File: src/rtl/fifo_burst_reader_if.sv
// rtl/fifo_burst_reader_if.sv - FIFO read port and output stream bundle for fifo_burst_reader
//
// Signals (direction as seen by the master, i.e. the burst reader):
//   fifo_empty  in   FIFO empty flag
//   fifo_rd_cs  out  FIFO read chip select
//   fifo_rd_en  out  FIFO read strobe, one word per high cycle
//   fifo_data   in   FIFO registered read data, valid the cycle after fifo_rd_en
//   m_valid     out  stream data valid
//   m_ready     in   stream consumer ready
//   m_data      out  stream data
//   m_last      out  final word of the burst
interface fifo_burst_reader_if #(
  parameter int DATA_WIDTH = 8
);
  logic                  fifo_empty;
  logic                  fifo_rd_cs;
  logic                  fifo_rd_en;
  logic [DATA_WIDTH-1:0] fifo_data;
  logic                  m_valid;
  logic                  m_ready;
  logic [DATA_WIDTH-1:0] m_data;
  logic                  m_last;

  modport master (
    input  fifo_empty,
    input  fifo_data,
    input  m_ready,
    output fifo_rd_cs,
    output fifo_rd_en,
    output m_valid,
    output m_data,
    output m_last
  );

  modport slave (
    output fifo_empty,
    output fifo_data,
    output m_ready,
    input  fifo_rd_cs,
    input  fifo_rd_en,
    input  m_valid,
    input  m_data,
    input  m_last
  );
endinterface

File: src/rtl/fifo_burst_reader.sv
// rtl/fifo_burst_reader.sv - read-side burst master draining a single-clock FIFO into a valid/ready stream
//
// Ports:
//   clk        in   clock, rising edge
//   rst        in   asynchronous active-high reset
//   start      in   burst request pulse, sampled only in IDLE
//   burst_len  in   words to deliver, sampled with start
//   busy       out  high while a burst is active
//   done       out  one-cycle pulse after the last word is accepted
//   words_out  out  words accepted in the current or most recent burst
//   bus        master side of fifo_burst_reader_if (FIFO read port + output stream)
module fifo_burst_reader #(
  parameter int DATA_WIDTH = 8,
  parameter int LEN_WIDTH  = 9
) (
  input  logic                 clk,
  input  logic                 rst,
  input  logic                 start,
  input  logic [LEN_WIDTH-1:0] burst_len,
  output logic                 busy,
  output logic                 done,
  output logic [LEN_WIDTH-1:0] words_out,
  fifo_burst_reader_if.master  bus
);

  localparam logic [1:0] ST_IDLE = 2'd0;
  localparam logic [1:0] ST_RUN  = 2'd1;
  localparam logic [1:0] ST_FIN  = 2'd2;

  logic [1:0]            state_q;
  logic [LEN_WIDTH-1:0]  len_q;
  logic [LEN_WIDTH-1:0]  issued_cnt;
  logic                  inflight_q;

  // Two-entry output buffer: enough to absorb the word already in flight
  // when the consumer stalls, so full throughput needs no extra bubble.
  logic [DATA_WIDTH-1:0] buf_q [2];
  logic                  wr_ptr_q;
  logic                  rd_ptr_q;
  logic [1:0]            occ_q;

  logic                  pop;
  logic                  rd_en;
  logic                  last_pop;
  logic [LEN_WIDTH-1:0]  last_idx;
  logic [2:0]            pending;

  assign last_idx = len_q - LEN_WIDTH'(1);
  assign pop      = bus.m_valid && bus.m_ready;
  assign last_pop = pop && (words_out == last_idx);

  // Words already owed to the buffer: stored plus the one arriving now.
  assign pending = 3'(occ_q) + 3'(inflight_q);

  // occ + inflight - pop <= 1, rearranged so the subtraction cannot underflow.
  // A strobe is only issued when the FIFO is non-empty because the FIFO
  // advances its read pointer on every strobe.
  assign rd_en = (state_q == ST_RUN)
              && !bus.fifo_empty
              && (issued_cnt != len_q)
              && (pending <= (3'(pop) + 3'd1));

  assign busy           = (state_q == ST_RUN);
  assign done           = (state_q == ST_FIN);
  assign bus.fifo_rd_cs = busy;
  assign bus.fifo_rd_en = rd_en;
  assign bus.m_valid    = (occ_q != 2'd0);
  assign bus.m_data     = buf_q[rd_ptr_q];
  assign bus.m_last     = bus.m_valid && (words_out == last_idx);

  // Burst control and counters.
  always_ff @(posedge clk or posedge rst) begin
    if (rst) begin
      state_q    <= ST_IDLE;
      len_q      <= '0;
      issued_cnt <= '0;
      words_out  <= '0;
    end else begin
      case (state_q)
        ST_IDLE: begin
          if (start) begin
            len_q      <= burst_len;
            issued_cnt <= '0;
            words_out  <= '0;
            state_q    <= (burst_len == '0) ? ST_FIN : ST_RUN;
          end
        end
        ST_RUN: begin
          if (rd_en) begin
            issued_cnt <= issued_cnt + LEN_WIDTH'(1);
          end
          if (pop) begin
            words_out <= words_out + LEN_WIDTH'(1);
          end
          if (last_pop) begin
            state_q <= ST_FIN;
          end
        end
        ST_FIN: begin
          state_q <= ST_IDLE;
        end
        default: begin
          state_q <= ST_IDLE;
        end
      endcase
    end
  end

  // Read-data capture and output buffer. inflight_q marks the cycle in
  // which the FIFO presents the word strobed one cycle earlier; clearing it
  // on reset drops any word still in flight.
  always_ff @(posedge clk or posedge rst) begin
    if (rst) begin
      inflight_q <= 1'b0;
      wr_ptr_q   <= 1'b0;
      rd_ptr_q   <= 1'b0;
      occ_q      <= 2'd0;
      buf_q[0]   <= '0;
      buf_q[1]   <= '0;
    end else begin
      inflight_q <= rd_en;
      if (inflight_q) begin
        buf_q[wr_ptr_q] <= bus.fifo_data;
        wr_ptr_q        <= ~wr_ptr_q;
      end
      if (pop) begin
        rd_ptr_q <= ~rd_ptr_q;
      end
      occ_q <= occ_q + 2'(inflight_q) - 2'(pop);
    end
  end

endmodule

File: src/flat_wrapper.sv
// flat-port wrapper written by rule: the top's interface ports become plain ports
module fifo_burst_reader_flat 
#(
  parameter int DATA_WIDTH = 8,
  parameter int LEN_WIDTH  = 9
)
  (clk, rst, start, burst_len, busy, done, words_out, bus_fifo_empty, bus_fifo_data, bus_m_ready, bus_fifo_rd_cs, bus_fifo_rd_en, bus_m_valid, bus_m_data, bus_m_last);
  fifo_burst_reader_if #(.DATA_WIDTH(DATA_WIDTH)) bus_i ();
  input  logic clk;
  input  logic rst;
  input  logic start;
  input  logic [LEN_WIDTH-1:0] burst_len;
  output logic busy;
  output logic done;
  output logic [LEN_WIDTH-1:0] words_out;
  input wire logic [$bits(bus_i.fifo_empty)-1:0] bus_fifo_empty;
  input wire logic [$bits(bus_i.fifo_data)-1:0] bus_fifo_data;
  input wire logic [$bits(bus_i.m_ready)-1:0] bus_m_ready;
  output wire logic [$bits(bus_i.fifo_rd_cs)-1:0] bus_fifo_rd_cs;
  output wire logic [$bits(bus_i.fifo_rd_en)-1:0] bus_fifo_rd_en;
  output wire logic [$bits(bus_i.m_valid)-1:0] bus_m_valid;
  output wire logic [$bits(bus_i.m_data)-1:0] bus_m_data;
  output wire logic [$bits(bus_i.m_last)-1:0] bus_m_last;
  assign bus_i.fifo_empty = bus_fifo_empty;
  assign bus_i.fifo_data = bus_fifo_data;
  assign bus_i.m_ready = bus_m_ready;
  assign bus_fifo_rd_cs = bus_i.fifo_rd_cs;
  assign bus_fifo_rd_en = bus_i.fifo_rd_en;
  assign bus_m_valid = bus_i.m_valid;
  assign bus_m_data = bus_i.m_data;
  assign bus_m_last = bus_i.m_last;
  fifo_burst_reader #(.DATA_WIDTH(DATA_WIDTH), .LEN_WIDTH(LEN_WIDTH)) u_core (.clk(clk), .rst(rst), .start(start), .burst_len(burst_len), .busy(busy), .done(done), .words_out(words_out), .bus(bus_i));
endmodule
File: config.mk
export PLATFORM = sky130hd
export DESIGN_NAME = fifo_burst_reader_flat
export DESIGN_NICKNAME = d
export VERILOG_FILES = /design/src/rtl/fifo_burst_reader_if.sv /design/src/rtl/fifo_burst_reader.sv /design/src/flat_wrapper.sv
export SDC_FILE = /design/constraint.sdc
export NUM_CORES = 1
export LEC_CHECK = 0
export CAP_MARGIN = 0
export CORE_MARGIN = 4
export CORE_UTILIZATION = 45
export DETAILED_ROUTE_END_ITERATION = 10
export PLACE_DENSITY = 0.68
export SYNTH_ARGS = -nofsm -noshare
export SYNTH_HDL_FRONTEND = slang
export SYNTH_SLANG_ARGS = --single-unit
File: constraint.sdc
create_clock -name clk -period 7.7 [get_ports clk]
set_input_delay 0.77 -clock clk [delete_from_list [all_inputs] [get_ports clk]]
set_output_delay 0.77 -clock clk [all_outputs]
set_load 0.02 [all_outputs]
==> results of run 1 <==
==> per-layer routing <==
metal | up-vias | track usage, %
met5 | - | 0
li1 | 991 | -
met1 | 997 | 23.8
met2 | 59 | 26.4
met4 | 0 | 4.11
met3 | 7 | 3.97
==> registers in the layout, indices dropped and copies added (netlist names) <==
| signal | cells |
|---|---|
| u_core.inflight_q | 1 |
| u_core.state_q | 2 |
| u_core.words_out | 9 |
| u_core.rd_ptr_q | 1 |
| u_core.occ_q | 2 |
| u_core.len_q | 9 |
| u_core.issued_cnt | 9 |
| u_core.wr_ptr_q | 1 |
| u_core.buf_q | 16 |
==> cell families (layout without fill, tap and decap cells) <==
family,after synthesis,after routing
mux,33,33
buf+inv,26,67
fa+ha+maj,9,9
simple gates,74,74
xor+xnor,35,35
compound gates,35,35
flops,50,50
==> critical path: stages <==
cell and delay (ns):
clkdlybuf4s50_1 0.40, o21ai_1 0.25, inv_1 0.16, fa_1 0.50
or3b_4 0.42, a211oi_4 0.26, o31ai_4 0.17, inv_1 0.13
clkdlybuf4s50_1 0.62
==> area by class of cell <==
class                      instances  area share, %
clock inverter                     2           1.10
sequential                        50           36.7
inverter                          14           1.54
tap                               75           2.75
multi-input combinational        186           42.6
clock buffer                       6           2.13
timing repair buffer              45           13.1
==> power by group <==
group	internal [mW]	switching (mW)	leakage, nW	total, mW
logic	0.331	0.300	0.705	0.630
registers	0.360	0.124	0.627	0.484
clock network	0.0971	0.0899	0.0514	0.187
==> synth_stat cells (5+ instances only) <==
cell type	number	area share, %
ha_1	8	3.6
nor3_1	5	0.89
dfrtp_1	50	45
nand2_1	14	1.9
clkbuf_1	7	0.94
nand4_1	7	1.6
nor2_1	23	3.1
xor2_1	9	2.8
nand3_1	5	0.89
xnor2_1	26	8.1
inv_1	14	1.9
mux2_2	31	12
o21ai_0	11	2.0
==> how the worst max path moves through the flow <==
| stage | from | end | cells past startpoint |
|---|---|---|---|
| floorplan | bus_m_ready | bus_fifo_rd_en | 7 |
| global placement | bus_m_ready | bus_fifo_rd_en | 9 |
| detailed placement | bus_m_ready | bus_fifo_rd_en | 9 |
| CTS | bus_m_ready | bus_fifo_rd_en | 9 |
| global route | bus_m_ready | bus_fifo_rd_en | 9 |
| finish | bus_m_ready | bus_fifo_rd_en | 9 |
==> through the flow <==
step           power (mW)  hold slack [ns]  setup WS [ns]  util [%]  cell area [µm²]
2_1_floorplan       0.922            0.461           4.35         -             2810
3_3_place_gp         1.11            0.478           3.29      55.1             3300
3_5_place_dp         1.13            0.493           3.24      55.1             3300
4_1_cts              1.32            0.515           3.23      56.9             3410
5_1_grt              1.41            0.527           3.08      56.9             3410
6_report             1.30            0.511           3.26      56.9             3410
==> results.sh, run 1 <==
export IMPL_hold_viol_final=0
export IMPL_diodes=0
export IMPL_r2r_end="u_core.issued_cnt[8]"
export IMPL_min_delay_start="u_core.buf_q[1]"
export IMPL_cts_inserted_buffers=5
export IMPL_cts_clk_slew_worst_paths_ns=0.10
export IMPL_maxSlewViolCount=0
export IMPL_area_delta_synth_final_pct=21.3
export IMPL_drive_gt1_share_pct=16.2
export IMPL_yosysSeqAreaShare_pct=44.5
export IMPL_wire_per_inst_um=15.6
export IMPL_synth_avg_cell_area_um2=10.7
export IMPL_r2r_slack_ns=4.57
export IMPL_ir_drop_uv=229
export IMPL_r2r_start="u_core.occ_q[1]"
export IMPL_outcome="finished, final reports clean"
export IMPL_worstMarginPinSlew_ns=1.02
export IMPL_synth_seq_cells=50
export IMPL_cp_data_arrival_time_ns=3.67
export IMPL_clock_sinks=50
export IMPL_worst_setup_path_start_kind="primary input"
export IMPL_die_w_um=87.0
export IMPL_ctsHoldBuffers=0
export IMPL_antenna_found_initial=0
export IMPL_p_leak_nw=1.38
export IMPL_setup_tns_ns=0
export IMPL_cts_buffer_depth=2
export IMPL_synth_edf_count=0
export IMPL_syn_area_um2=2810
export IMPL_vias_per_cell=5.43
export IMPL_synth_fa_ha_area_share_pct=4.28
export IMPL_synth_ff_type="dfrtp_1"
export IMPL_wl_met1_um=2750
export IMPL_finalClockSkew_ns=0.00836
export IMPL_layout_nets=333
export IMPL_syn_nets=293
export IMPL_dieArea_um2=7570
export IMPL_synth_compound_area_share_pct=9.89
export IMPL_grt_overflow=0
export IMPL_power_density_nw_per_um2=382
export IMPL_multi_input_area_um2=1450
export IMPL_period_needed_ns=4.44
export IMPL_start_util_pct=46.9
export IMPL_yosys_area_share_simple_pct=13.5
export IMPL_critPathKind="primary input to primary output"
export IMPL_maxSlewHeadroom_pct=31.9
export IMPL_synthXorXnorAreaFrac_pct=10.9
export IMPL_clkLatencyLatePin_ns=0.30
export IMPL_drt_total_wl_um=5890
export IMPL_first_global_vias=2073
export IMPL_fill_cells=554
export IMPL_critPathRequiredTime_ns=6.93
export IMPL_syn_instance_count=262
export IMPL_fp_coreArea_um2=5990
export IMPL_io_pins=45
export IMPL_cts_tree="yes"
export IMPL_final_common_cell="dfrtp_1"
export IMPL_ant_nets=0
export IMPL_worstHoldEndpoint="u_core.buf_q[1]"
export IMPL_die_h_um=87.0
export IMPL_rsz0062_at_grt="false"
export IMPL_met2_length_um=2760
export IMPL_cts_root_buf="clkbuf_8"
export IMPL_grt_max_degree=51
export IMPL_reg2regPathDepth=9
export IMPL_gp_congestion=0.766
export IMPL_fmax_ghz=0.225
export IMPL_final_cells=378
export IMPL_layout_common_cells="dfrtp_1, clkdlybuf4s50_1, mux2_2"
export IMPL_num_vias=2054
export IMPL_highest_layer="met4"
export IMPL_track_usage_pct=16.9
export IMPL_grt_first_pass_wirelength_um=10200
export IMPL_post_cts_resized=0
export IMPL_drt_iter0_drc=113
export IMPL_yosysWarnings=0
export IMPL_row_count=28
export IMPL_postCtsSetupRepairBufs=0
export IMPL_post_route_drc_count=0
export IMPL_synth_cell_types=47
export IMPL_wl_met3_um=335
export IMPL_synthMuxAreaShare_pct=13.1
export IMPL_synth_top_family_by_area="simple AND/OR/NAND/NOR gates"
export IMPL_max_cap_viol_count=0
export IMPL_hold_path_cell_count=1
export IMPL_h_tree_depth=2
export IMPL_hp_class="flip-flop to flip-flop"
export IMPL_crit_path_end_kind="primary output"
export IMPL_dp_hpwl_um=4330
export IMPL_first_pass_iters=4
export IMPL_async_flop_share_pct=100
export IMPL_ff_latch_area_um2=1250
export IMPL_period_share_pct=57.7
export IMPL_dp_cells=370
export IMPL_portBuffers=44
export IMPL_critical_path_max_fanout=8
export IMPL_setup_viol=0
(Power assumes the default switching activity.)
==> run 2, diff against run 1 <==
--- a/config.mk
+++ b/config.mk
@@ -9,7 +9,7 @@
 export CORE_MARGIN = 4
 export CORE_UTILIZATION = 45
 export DETAILED_ROUTE_END_ITERATION = 10
-export PLACE_DENSITY = 0.68
+export PLACE_DENSITY = 0.71
 export SYNTH_ARGS = -nofsm -noshare
 export SYNTH_HDL_FRONTEND = slang
 export SYNTH_SLANG_ARGS = --single-unit
==> constraint.sdc (replaced) <==
create_clock -name clk -period 3.8 [get_ports clk]
set_input_delay 0.38 -clock clk [delete_from_list [all_inputs] [get_ports clk]]
set_output_delay 0.38 -clock clk [all_outputs]
set_load 0.02 [all_outputs]
==> results.sh, run 2 (synthesis gave the netlist of run 1 again) <==
export IMPL_setup_viol=0
export IMPL_crit_path_end_kind="primary output"
export IMPL_reg2regPathDepth=9
export IMPL_p_sw_share_pct=39.4
export IMPL_gp_congestion=0.814
export IMPL_area_delta_synth_final_pct=22.3
export IMPL_outcome="finished, final reports clean"
export IMPL_fmax_ghz=0.283
export IMPL_pwr_share_seq_pct=36.7
export IMPL_r2r_slack_ns=0.92
export IMPL_place_area_um2=3310
export IMPL_p_int_mw=1.62
export IMPL_p_leak_nw=1.40
export IMPL_clkLatencyLatePin_ns=0.31
export IMPL_worstMarginPinSlew_ns=1.04
export IMPL_diodes=0
export IMPL_maxSlewHeadroom_pct=30.5
export IMPL_track_usage_pct=16.9
export IMPL_cts_clk_slew_worst_paths_ns=0.09
export IMPL_worstHoldEndpoint="u_core.buf_q[2]"
export IMPL_postCtsSetupRepairBufs=0
export IMPL_regMostFlops="u_core.buf_q"
export IMPL_layout_nets=335
export IMPL_first_global_vias=2106
export IMPL_first_pass_iters=4
export IMPL_cts_root_buf="clkbuf_8"
export IMPL_worst_setup_path_start_kind="flip-flop"
export IMPL_drive_gt1_share_pct=17.0
export IMPL_max_cap_viol_count=0
export IMPL_start_util_pct=46.9
export IMPL_hp_class="flip-flop to flip-flop"
export IMPL_setup_tns_ns=0
export IMPL_post_cts_resized=0
export IMPL_period_share_pct=93.0
export IMPL_maxSlewViolCount=0
export IMPL_die_h_um=87.0
export IMPL_finalClockSkew_ns=0.00813
export IMPL_fill_cells=519
export IMPL_final_common_cell="dfrtp_1"
export IMPL_critical_path_max_fanout=9
export IMPL_power_density_nw_per_um2=780
export IMPL_r2r_start="u_core.occ_q[1]"
export IMPL_cts_tree="yes"
export IMPL_r2r_end="u_core.issued_cnt[8]"
export IMPL_ir_drop_uv=514
export IMPL_p_comb_share_pct=48.3
export IMPL_largest_reg_flops=16
export IMPL_grt_first_pass_wirelength_um=10100
export IMPL_grt_overflow=0
export IMPL_period_needed_ns=3.53
export IMPL_layout_common_cells="dfrtp_1, clkdlybuf4s50_1, mux2_2"
export IMPL_wire_per_inst_um=15.6
export IMPL_p_switching_mw=1.06
export IMPL_drt_iter0_drc=95
export IMPL_critPathKind="flip-flop to primary output"
export IMPL_h_tree_depth=2
export IMPL_cp_data_arrival_time_ns=3.15
export IMPL_io_pins=45
export IMPL_portBuffers=44
export IMPL_dp_hpwl_um=4340
export IMPL_clockPowerShare_pct=15.0
export IMPL_antenna_found_initial=0
export IMPL_clock_sinks=50
export IMPL_final_cell_area_um2=3430
export IMPL_dieArea_um2=7570
export IMPL_hold_viol_final=0
export IMPL_whs_ns=0.508
export IMPL_critPathRequiredTime_ns=3.42
export IMPL_row_count=28
export IMPL_post_route_drc_count=0
export IMPL_ctsHoldBuffers=0
export IMPL_vias_per_cell=5.38
export IMPL_die_w_um=87.0
export IMPL_cts_buffer_depth=2
export IMPL_fp_coreArea_um2=5990
export IMPL_cts_inserted_buffers=5
export IMPL_min_delay_start="u_core.buf_q[2]"
export IMPL_num_vias=2045
export IMPL_drt_total_wl_um=5920
export IMPL_ant_nets=0
export IMPL_rsz0062_at_grt="false"
export IMPL_grt_max_degree=51
export IMPL_hold_path_cell_count=1
==> run 2: power groups by stage <==
stage | Sequential, mW | Clock [mW] | Combinational (mW)
2_1_floorplan | 0.878 | 0 | 0.990
3_3_place_gp | 0.984 | 0 | 1.27
3_5_place_dp | 0.989 | 0 | 1.30
4_1_cts | 0.983 | 0.411 | 1.31
5_1_grt | 1.02 | 0.429 | 1.43
6_report | 0.983 | 0.402 | 1.30
==> run 2: critical path: stages, from the launching register on <==
cell and delay, ns:
dfrtp_1 0.49, inv_1 0.09, ha_1 0.31, nor2b_1 0.17, or3_1 0.35, a31o_2 0.24, nor4_2 0.38, and3_1 0.22
clkdlybuf4s50_1 0.60
==> run 2: final cells by class <==
type	count	area, µm²	share of cell area [%]
clock buffer	6	82.6	2.40
clock inverter	2	38.8	1.13
inverter	14	52.6	1.53
multi-input combinational	186	1450	42.3
sequential	50	1250	36.4
tap	75	93.8	2.73
timing repair buffer	47	463	13.5
==> run 2: metrics by stage <==
stage,power [mW],utilization (%),instances,setup slack (ns)
final,2.68,57.3,380,0.266
after global routing,2.88,57.3,380,0.101
after CTS,2.71,57.3,380,0.225
after detailed placement,2.29,55.3,372,0.341
after global placement,2.26,55.3,372,0.389
after floorplan,1.87,-,262,0.921
==> run 2: worst max-delay path by stage <==
stage	startpoint	cells past startpoint	end	slack [ns]
after floorplan	u_core.occ_q[1]	9	u_core.issued_cnt[8]	0.92
after global placement	bus_m_ready	9	bus_fifo_rd_en	0.39
after detailed placement	bus_m_ready	9	bus_fifo_rd_en	0.34
after CTS	u_core.len_q[0]	8	bus_m_last	0.22
after global routing	u_core.len_q[0]	8	bus_m_last	0.10
final	u_core.len_q[0]	8	bus_m_last	0.27
==> run 2: metal layers <==
metal | track usage (%) | part of all wire, % | routed length [µm] | vias up
met1 | 22.9 | 46 | 2730 | 986
met3 | 3.60 | 5.4 | 318 | 9
met2 | 27.2 | 47 | 2770 | 56
li1 | - | - | - | 994
met5 | 0 | 0 | 0 | -
met4 | 5.10 | 1.7 | 98 | 0
==> run 3, diff against run 2 <==
--- a/config.mk
+++ b/config.mk
@@ -9,7 +9,8 @@
 export CORE_MARGIN = 4
 export CORE_UTILIZATION = 45
 export DETAILED_ROUTE_END_ITERATION = 10
-export PLACE_DENSITY = 0.71
+export PLACE_DENSITY = 0.68
 export SYNTH_ARGS = -nofsm -noshare
 export SYNTH_HDL_FRONTEND = slang
 export SYNTH_SLANG_ARGS = --single-unit
+export TNS_END_PERCENT = 5
==> constraint.sdc (replaced) <==
create_clock -name clk -period 4 [get_ports clk]
set_input_delay 0.4 -clock clk [delete_from_list [all_inputs] [get_ports clk]]
set_output_delay 0.4 -clock clk [all_outputs]
set_load 0.05 [all_outputs]
==> results.sh, run 3 (synthesis gave the netlist of run 1 again) <==
export IMPL_period_needed_ns=3.74
export IMPL_post_cts_resized=0
export IMPL_layout_common_cells="dfrtp_1, clkdlybuf4s50_1, mux2_2"
export IMPL_final_cell_area_um2=3420
export IMPL_regMostFlops="u_core.buf_q"
export IMPL_p_comb_share_pct=53.0
export IMPL_dieArea_um2=7570
export IMPL_h_tree_depth=2
export IMPL_dp_hpwl_um=4230
export IMPL_crit_path_end="bus_m_last"
export IMPL_p_sw_share_pct=44.1
export IMPL_diodes=0
export IMPL_p_switching_mw=1.21
export IMPL_cts_tree="yes"
export IMPL_cp_startpoint="u_core.len_q[0]"
export IMPL_reg2regPathDepth=9
export IMPL_drt_total_wl_um=5800
export IMPL_crit_path_end_kind="primary output"
export IMPL_critical_path_max_fanout=9
export IMPL_ant_nets=0
export IMPL_row_count=28
export IMPL_postCtsSetupRepairBufs=0
export IMPL_hp_class="flip-flop to flip-flop"
export IMPL_cts_clk_slew_worst_paths_ns=0.09
export IMPL_timing_final_ws_setup_ns=0.258
export IMPL_place_ws_ns=0.600
export IMPL_start_util_pct=46.9
export IMPL_grt_overflow=0
export IMPL_r2r_slack_ns=0.88
export IMPL_maxSlewHeadroom_pct=31.1
export IMPL_track_usage_pct=17.0
export IMPL_antenna_found_initial=0
export IMPL_r2r_start="u_core.occ_q[1]"
export IMPL_vias_per_cell=5.30
export IMPL_wire_per_inst_um=15.4
export IMPL_p_int_mw=1.54
export IMPL_total_power_mw=2.76
export IMPL_layout_nets=333
export IMPL_finalClockSkew_ns=0.00304
export IMPL_worst_setup_path_start_kind="flip-flop"
export IMPL_p_leak_nw=1.39
export IMPL_grt_max_degree=51
export IMPL_drt_iter0_drc=123
export IMPL_critPathRequiredTime_ns=3.60
export IMPL_io_pins=45
export IMPL_cts_inserted_buffers=5
export IMPL_setup_tns_ns=0
export IMPL_r2r_end="u_core.issued_cnt[8]"
export IMPL_die_w_um=87.0
export IMPL_grt_first_pass_wirelength_um=10000
export IMPL_ctsHoldBuffers=0
export IMPL_fp_coreArea_um2=5990
export IMPL_critPathKind="flip-flop to primary output"
export IMPL_largest_reg_flops=16
export IMPL_gp_congestion=0.818
export IMPL_pwr_share_seq_pct=33.8
export IMPL_cts_buffer_depth=2
export IMPL_worstMarginPinSlew_ns=1.03
export IMPL_setup_viol=0
export IMPL_hold_viol_final=0
export IMPL_rsz0062_at_grt="false"
export IMPL_cts_root_buf="clkbuf_8"
export IMPL_fmax_ghz=0.267
export IMPL_maxSlewViolCount=0
export IMPL_period_share_pct=93.6
export IMPL_post_route_drc_count=0
export IMPL_die_h_um=87.0
export IMPL_power_density_nw_per_um2=806
export IMPL_clkLatencyLatePin_ns=0.30
export IMPL_cp_data_arrival_time_ns=3.34
export IMPL_max_cap_viol_count=0
export IMPL_first_global_vias=2028
export IMPL_drive_gt1_share_pct=16.6
export IMPL_ir_drop_uv=525
export IMPL_clock_sinks=50
export IMPL_portBuffers=44
export IMPL_area_delta_synth_final_pct=21.8
export IMPL_num_vias=1999
export IMPL_place_area_um2=3310
export IMPL_final_common_cell="dfrtp_1"
export IMPL_outcome="finished, final reports clean"
export IMPL_first_pass_iters=4
export IMPL_clockPowerShare_pct=13.2
==> run 3: changes by cell type in the layout (fill, tap and decap cells not counted), sizes merged <==
cell	before	now
inv	15	14
buf	3	2
clkdlybuf4s50	44	43
==> run 3: power by group through the flow <==
stage          sequential (mW)  combinational (mW)  clock [mW]
2_1_floorplan            0.862                1.15           0
3_3_place_gp             0.937                1.46           0
3_5_place_dp             0.940                1.47           0
4_1_cts                  0.931                1.48       0.377
5_1_grt                  0.962                1.59       0.399
6_report                 0.932                1.46       0.364
==> run 3: layout make-up <==
type / instances / area, µm²
fill: 530 / 2570
multi-input combinational: 186 / 1450
sequential: 50 / 1250
timing repair buffer: 45 / 458
tap: 75 / 93.8
clock buffer: 6 / 82.6
inverter: 14 / 52.6
clock inverter: 1 / 30.0
==> run 3: worst min-delay path by stage <==
stage                               start         endpoint  cells past startpoint  slack, ns
after floorplan           u_core.wr_ptr_q  u_core.wr_ptr_q                      1       0.46
after global placement    u_core.wr_ptr_q  u_core.wr_ptr_q                      1       0.48
after detailed placement  u_core.wr_ptr_q  u_core.wr_ptr_q                      1       0.48
after CTS                 u_core.wr_ptr_q  u_core.wr_ptr_q                      1       0.50
after global routing      u_core.wr_ptr_q  u_core.wr_ptr_q                      1       0.52
final                     u_core.wr_ptr_q  u_core.wr_ptr_q                      1       0.49
==> run 3: worst max-delay path, stage by stage, from the launching register on <==
cell and delay (ns):
dfrtp_1 0.48, inv_1 0.09, ha_1 0.32, nor2b_1 0.17, or3_1 0.35, a31o_2 0.24, nor4_2 0.39, and3_1 0.21
clkdlybuf4s50_1 0.80
==> run 3: routing by layer <==
metal  vias to the layer above  share of wire [%]  track usage [%]
li1                        986                  -                -
met1                       964                 48             23.2
met2                        44                 46             26.8
met3                         5                5.0             4.35
met4                         0                1.0             4.67
met5                         -                  0                0
==> run 3: per-stage QoR <==
stage	util [%]	std cells	hold WS, ns
after floorplan	-	262	0.461
after global placement	55.2	370	0.479
after detailed placement	55.2	370	0.481
after CTS	57.1	377	0.500
final	57.1	377	0.494
after global routing	57.1	377	0.524
